## src/rtl/decode_issue_ctrl.sv

```systemverilog
// decode_issue_ctrl: in-order issue controller wrapped around an external
// combinational decoder. It buffers fetched instructions in a circular queue
// and presents the head entry to the decoder. A 32-entry busy scoreboard holds
// the head until its source and destination registers have no pending write.
// Define DECODE_ISSUE_PERF_EN to add the o_stall_cnt hazard-stall counter.
module decode_issue_ctrl #(
  parameter int QDEPTH = 2
) (
  input  logic        i_clk,
  input  logic        i_rst_n,
  input  logic [31:0] i_instr,
  input  logic        i_valid,
  output logic        o_ready,
  output logic [31:0] o_dec_instr,
  input  logic [14:0] i_dec_regs,
  output logic        o_issue_valid,
  input  logic        i_issue_ready,
  output logic [31:0] o_issue_instr,
  output logic [14:0] o_issue_regs,
  input  logic        i_wb_en,
  input  logic [4:0]  i_wb_rd,
  input  logic        i_flush
`ifdef DECODE_ISSUE_PERF_EN
  ,
  output logic [31:0] o_stall_cnt
`endif
);

  localparam int PW = (QDEPTH > 1) ? $clog2(QDEPTH) : 1;
  localparam int CW = $clog2(QDEPTH + 1);
  localparam logic [31:0] NOP = 32'h00000013;

  typedef enum logic [1:0] {
    EMPTY = 2'd0,
    WAIT  = 2'd1,
    READY = 2'd2
  } issueState_t;

  logic [31:0]   mem_q [QDEPTH];
  logic [PW-1:0] rdPtr_q, rdPtr_d;
  logic [PW-1:0] wrPtr_q, wrPtr_d;
  logic [CW-1:0] count_q, count_d;
  logic [31:0]   busy_q, busy_d;

  issueState_t   state;
  logic          hazard;
  logic          doEnq;
  logic          doIssue;
  logic [4:0]    decRs1;
  logic [4:0]    decRs2;
  logic [4:0]    decRd;

  assign decRs1 = i_dec_regs[4:0];
  assign decRs2 = i_dec_regs[9:5];
  assign decRd  = i_dec_regs[14:10];

  // Derive the issue state from occupancy and the registered scoreboard only,
  // so a writeback this cycle cannot release the head until the next cycle.
  always_comb begin
    hazard = busy_q[decRs1] | busy_q[decRs2] | busy_q[decRd];
    state  = EMPTY;
    if (count_q != '0) begin
      state = hazard ? WAIT : READY;
    end
  end

  // Drive the decoder and execute-side outputs; an empty queue shows a NOP.
  always_comb begin
    o_ready       = (count_q != CW'(QDEPTH));
    o_dec_instr   = NOP;
    o_issue_instr = NOP;
    o_issue_regs  = '0;
    o_issue_valid = 1'b0;
    if (state != EMPTY) begin
      o_dec_instr   = mem_q[rdPtr_q];
      o_issue_instr = mem_q[rdPtr_q];
      o_issue_regs  = i_dec_regs;
    end
    if (state == READY && !i_flush) begin
      o_issue_valid = 1'b1;
    end
  end

  assign doEnq   = i_valid & o_ready & ~i_flush;
  assign doIssue = o_issue_valid & i_issue_ready;

  // Next queue pointers, occupancy and scoreboard; an issue marking rd busy
  // overrides a same-cycle writeback clearing it because it is the newer write.
  always_comb begin
    rdPtr_d = rdPtr_q;
    wrPtr_d = wrPtr_q;
    count_d = count_q;
    busy_d  = busy_q;
    if (i_flush) begin
      rdPtr_d = '0;
      wrPtr_d = '0;
      count_d = '0;
    end else begin
      if (doEnq) begin
        wrPtr_d = wrPtr_q + PW'(1);
      end
      if (doIssue) begin
        rdPtr_d = rdPtr_q + PW'(1);
      end
      count_d = count_q + CW'(doEnq) - CW'(doIssue);
    end
    if (i_wb_en) begin
      busy_d[i_wb_rd] = 1'b0;
    end
    if (doIssue && decRd != 5'd0) begin
      busy_d[decRd] = 1'b1;
    end
    busy_d[0] = 1'b0;
  end

  // Queue control and scoreboard registers.
  always_ff @(posedge i_clk or negedge i_rst_n) begin
    if (!i_rst_n) begin
      rdPtr_q <= '0;
      wrPtr_q <= '0;
      count_q <= '0;
      busy_q  <= '0;
    end else begin
      rdPtr_q <= rdPtr_d;
      wrPtr_q <= wrPtr_d;
      count_q <= count_d;
      busy_q  <= busy_d;
    end
  end

  // Queue storage, written at the tail on each accepted enqueue.
  always_ff @(posedge i_clk or negedge i_rst_n) begin
    if (!i_rst_n) begin
      for (int i = 0; i < QDEPTH; i++) begin
        mem_q[i] <= NOP;
      end
    end else if (doEnq) begin
      mem_q[wrPtr_q] <= i_instr;
    end
  end

`ifdef DECODE_ISSUE_PERF_EN
  logic [31:0] stallCnt_q, stallCnt_d;

  // Count cycles where a present head is blocked by a hazard, saturating.
  always_comb begin
    stallCnt_d = stallCnt_q;
    if (state == WAIT && !i_flush && stallCnt_q != 32'hFFFFFFFF) begin
      stallCnt_d = stallCnt_q + 32'd1;
    end
  end

  // Stall counter register.
  always_ff @(posedge i_clk or negedge i_rst_n) begin
    if (!i_rst_n) begin
      stallCnt_q <= '0;
    end else begin
      stallCnt_q <= stallCnt_d;
    end
  end

  assign o_stall_cnt = stallCnt_q;
`endif

endmodule

```

## config.mk

```make
export PLATFORM = sky130hd
export DESIGN_NAME = decode_issue_ctrl
export DESIGN_NICKNAME = d
export VERILOG_FILES = /design/src/rtl/decode_issue_ctrl.sv
export SDC_FILE = /design/constraint.sdc
export NUM_CORES = 1
export LEC_CHECK = 0
export ABC_AREA = 1
export CAP_MARGIN = 15
export CORE_ASPECT_RATIO = 1.1
export CORE_MARGIN = 2
export CORE_UTILIZATION = 40
export DETAILED_ROUTE_END_ITERATION = 12
export PLACE_DENSITY_LB_ADDON = 0.05
export SLEW_MARGIN = 5
export SYNTH_ARGS = -nofsm -noshare
export SYNTH_HDL_FRONTEND = slang
export SYNTH_SLANG_ARGS = --single-unit
```

## constraint.sdc

```tcl
create_clock -name i_clk -period 2.3 [get_ports i_clk]
set_input_delay 0.46 -clock i_clk [delete_from_list [all_inputs] [get_ports i_clk]]
set_output_delay 0.46 -clock i_clk [all_outputs]
set_load 0.02 [all_outputs]
```

==> flow_summary.json <==
{
  "cts_sinks": 99,
  "reg2reg_to": "count_q[1]",
  "antennaDiodeCount": 0,
  "chipHeight_um": 131,
  "place_hpwl_mm": 14.8,
  "switching_share_pct": 35.4,
  "cp_max_fo": 4,
  "ff2ff_setup_slack_ps": 130,
  "die_w_um": 120,
  "yosysSeqAreaShare_pct": 42.1,
  "startpoint_type": "flip-flop",
  "grt_usage_pct": 25.2,
  "overflow": 0,
  "ys_types": 30,
  "hold_viol": 0,
  "cts-root-buf": "clkbuf_16",
  "max_stage_delay_ps": 470,
  "comb_power_share_pct": 31.2,
  "syn_nets": 901,
  "crit_required_ps": 1840,
  "fmax_mhz": 442,
  "synth_enable_flop_cells": 0,
  "routed_wl_mm": 19.8,
  "antenna_found_initial": 0,
  "path_cells": "nand2_1 > nand2_1 > nand2_1 > nand2_1 > nand2_1 > nand2_1 > clkinv_1 > nand2_2 > nor2_2 > nand3_2 > nor2_4 > buf_6",
  "synth_top_cell_by_area": "dfrtp_1",
  "ys.flop_type": "dfrtp_1",
  "worst_pin_slew_ps": 503,
  "period_share_pct": 98.3,
  "syn_avg_cell_area_um2": 7.03,
  "period_minus_slack_ps": 2260,
  "fin_nets": 1059,
  "design_power_total_mw": 5.52,
  "layout-area-overhead-vs-synth_pct": 37.1,
  "grt_pass1_vias": 5978,
  "cts_hold_buf": 0,
  "critPathCaptureType": "output pin",
  "power_frac_clock_pct": 26.4,
  "rr_worst_depth": 18,
  "clockBufferDepth": 2,
  "core_um2": 14400,
  "first_iter_violations": 385,
  "setup_slack_ps": 39.3,
  "yosysWarnings": 0,
  "final_cell_mix": "289 x nand2_1, 98 x o21ai_0, 87 x dfrtp_1, 71 x buf_4, 70 x dlygate4sd2_1",
  "p_leak_nw": 4.31,
  "synth_top_area_share_pct": 39.4,
  "cts.clk_slew.worst_paths_ps": 70,
  "slew_headroom_pct": 66.4,
  "avgViaCountPerCell": 5.18,
  "fin_worst_skew_ps": 4.46,
  "critPathKind": "flip-flop to output pin",
  "grt_pass1_wl_mm": 31.2,
  "synthCells": 841,
  "hp-class": "input pin to asynchronous set/reset pin",
  "numCtsBuffers": 9,
  "ys_top_cells_by_area": "dfrtp_1 39%, nand2_1 19%, o21ai_0 8.4%, nand3_1 5.6%, inv_1 4.5%",
  "place_ws_ps": -741,
  "internal-power_mw": 3.57,
  "io_buffers": 138,
  "clk_latency_ps": 350,
  "grt_max_degree": 65,
  "cp_common_cell": "nand2_1",
  "slew_violations": 0,
  "num_io_pins": 139,
  "gp_congestion": 0.980,
  "synth_seq_cells": 99,
  "drt-wirelength-per-cell_um": 16.6,
  "crit_slowest_cell": "dfrtp_2",
  "final_common_cell": "nand2_1",
  "ir_drop_mv": 0.515,
  "syn-cell-area_um2": 5910,
  "p_per_area_nw_per_um2": 682,
  "drive_gt1_share_pct": 15.8,
  "drv_cap": 0,
  "rows": 46,
  "power.switching_mw": 1.95,
  "cts-htree-levels": 3,
  "seqPwrFrac_pct": 42.5,
  "status": "complete, no violations",
  "rsz0062_at_grt": "true",
  "setup_viol": 0,
  "arrival_ps": 1800,
  "async_reset_ff_share_pct": 100,
  "vias": 6198,
  "die_area_um2": 15800,
  "r2r_start": "busy_q[20]",
  "cts_tree": "done",
  "drcViolationCount": 0,
  "firstDrtPassIters": 5,
  "ant_nets": 0,
  "start_util_pct": 40.9
}
## per-layer routing
layer	track usage, %	share of wire (%)
met5	0	0
met3	3.56	5.3
met4	12.7	4.8
met1	31.8	41
met2	42.1	49
## registers in the layout (all words and copies together), names as in the netlist
name / flops
mem_q: 64
busy_q: 31
count_q: 2
rdPtr_q: 1
wrPtr_q: 1
## timing repair
item,in CTS,in global routing
endpoints found under the hold margin,0,0
endpoints found under the setup margin,81,13
pin swaps,5,14
gates resized for setup,109,48
setup buffers,2,3
cloned,0,2
## cells by family (layout without fill, tap and decap cells)
kind of cell | after synthesis | after routing | share of synthesized area, %
AND/OR/NAND/NOR | 445 | 445 | 32.0
AO/OA/AOI/OAI | 135 | 135 | 11.6
adder cells (fa/ha/maj) | 2 | 2 | 0.423
flip-flops | 99 | 99 | 42.1
XOR/XNOR | 2 | 2 | 0.297
buffers and inverters | 158 | 321 | 13.7
## Yosys cell counts, drive strengths merged (3+ instances only)
cell type	n
dfrtp	93
nor4	6
nand2	297
clkinv	5
dfstp	6
clkbuf	25
nand4	31
or2	3
a21oi	30
inv	78
nand3	68
buf	50
nor2	32
o21ai	102
nor3	8
## power by group through the flow
| stage | clock [mW] | combinational (mW) | sequential, mW |
|---|---|---|---|
| finish | 1.46 | 1.72 | 2.35 |
| global route | 1.57 | 1.91 | 2.39 |
| CTS | 1.50 | 1.71 | 2.34 |
| detailed placement | 0 | 1.82 | 2.37 |
| global placement | 0 | 1.80 | 2.35 |
| floorplan | 0 | 1.09 | 2.29 |
## final cells by class
type,count,area [µm²]
well taps,192,240
multi-input cells,584,2720
flip-flops and latches,99,2490
inverters,83,325
fillers,1423,6340
clock buffers,10,229
clock inverters,6,57.6
repair buffers,222,2040
## stage by stage
step / std cells / TNS, ps / utilization, % / hold slack (ps) / area, µm²
floorplan: 841 / 0 / - / 164 / 5910
global placement: 1173 / -13320 / 53.4 / 405 / 7720
detailed placement: 1173 / -12300 / 53.4 / 415 / 7720
CTS: 1191 / -24.3 / 55.2 / 36.5 / 7980
global route: 1196 / -85.4 / 56.1 / 49.6 / 8100
finish: 1196 / 0 / 56.1 / 34.5 / 8100
## worst max-delay path, delay by kind of cell (launching register included)
family,cells,cell delay (ps)
buffers and inverters,2,190
DFF,1,470
and+or+nand+nor,10,800
## worst max path at each step
stage / from / end / depth (start not counted)
floorplan: i_dec_regs[12] / count_q[1] / 17
global placement: i_dec_regs[12] / o_issue_valid / 10
detailed placement: i_dec_regs[12] / o_issue_valid / 10
CTS: i_dec_regs[0] / o_issue_valid / 12
global route: busy_q[9] / o_issue_valid / 13
finish: busy_q[20] / o_issue_valid / 12
No activity file was read; power rests on OpenSTA's default activity.
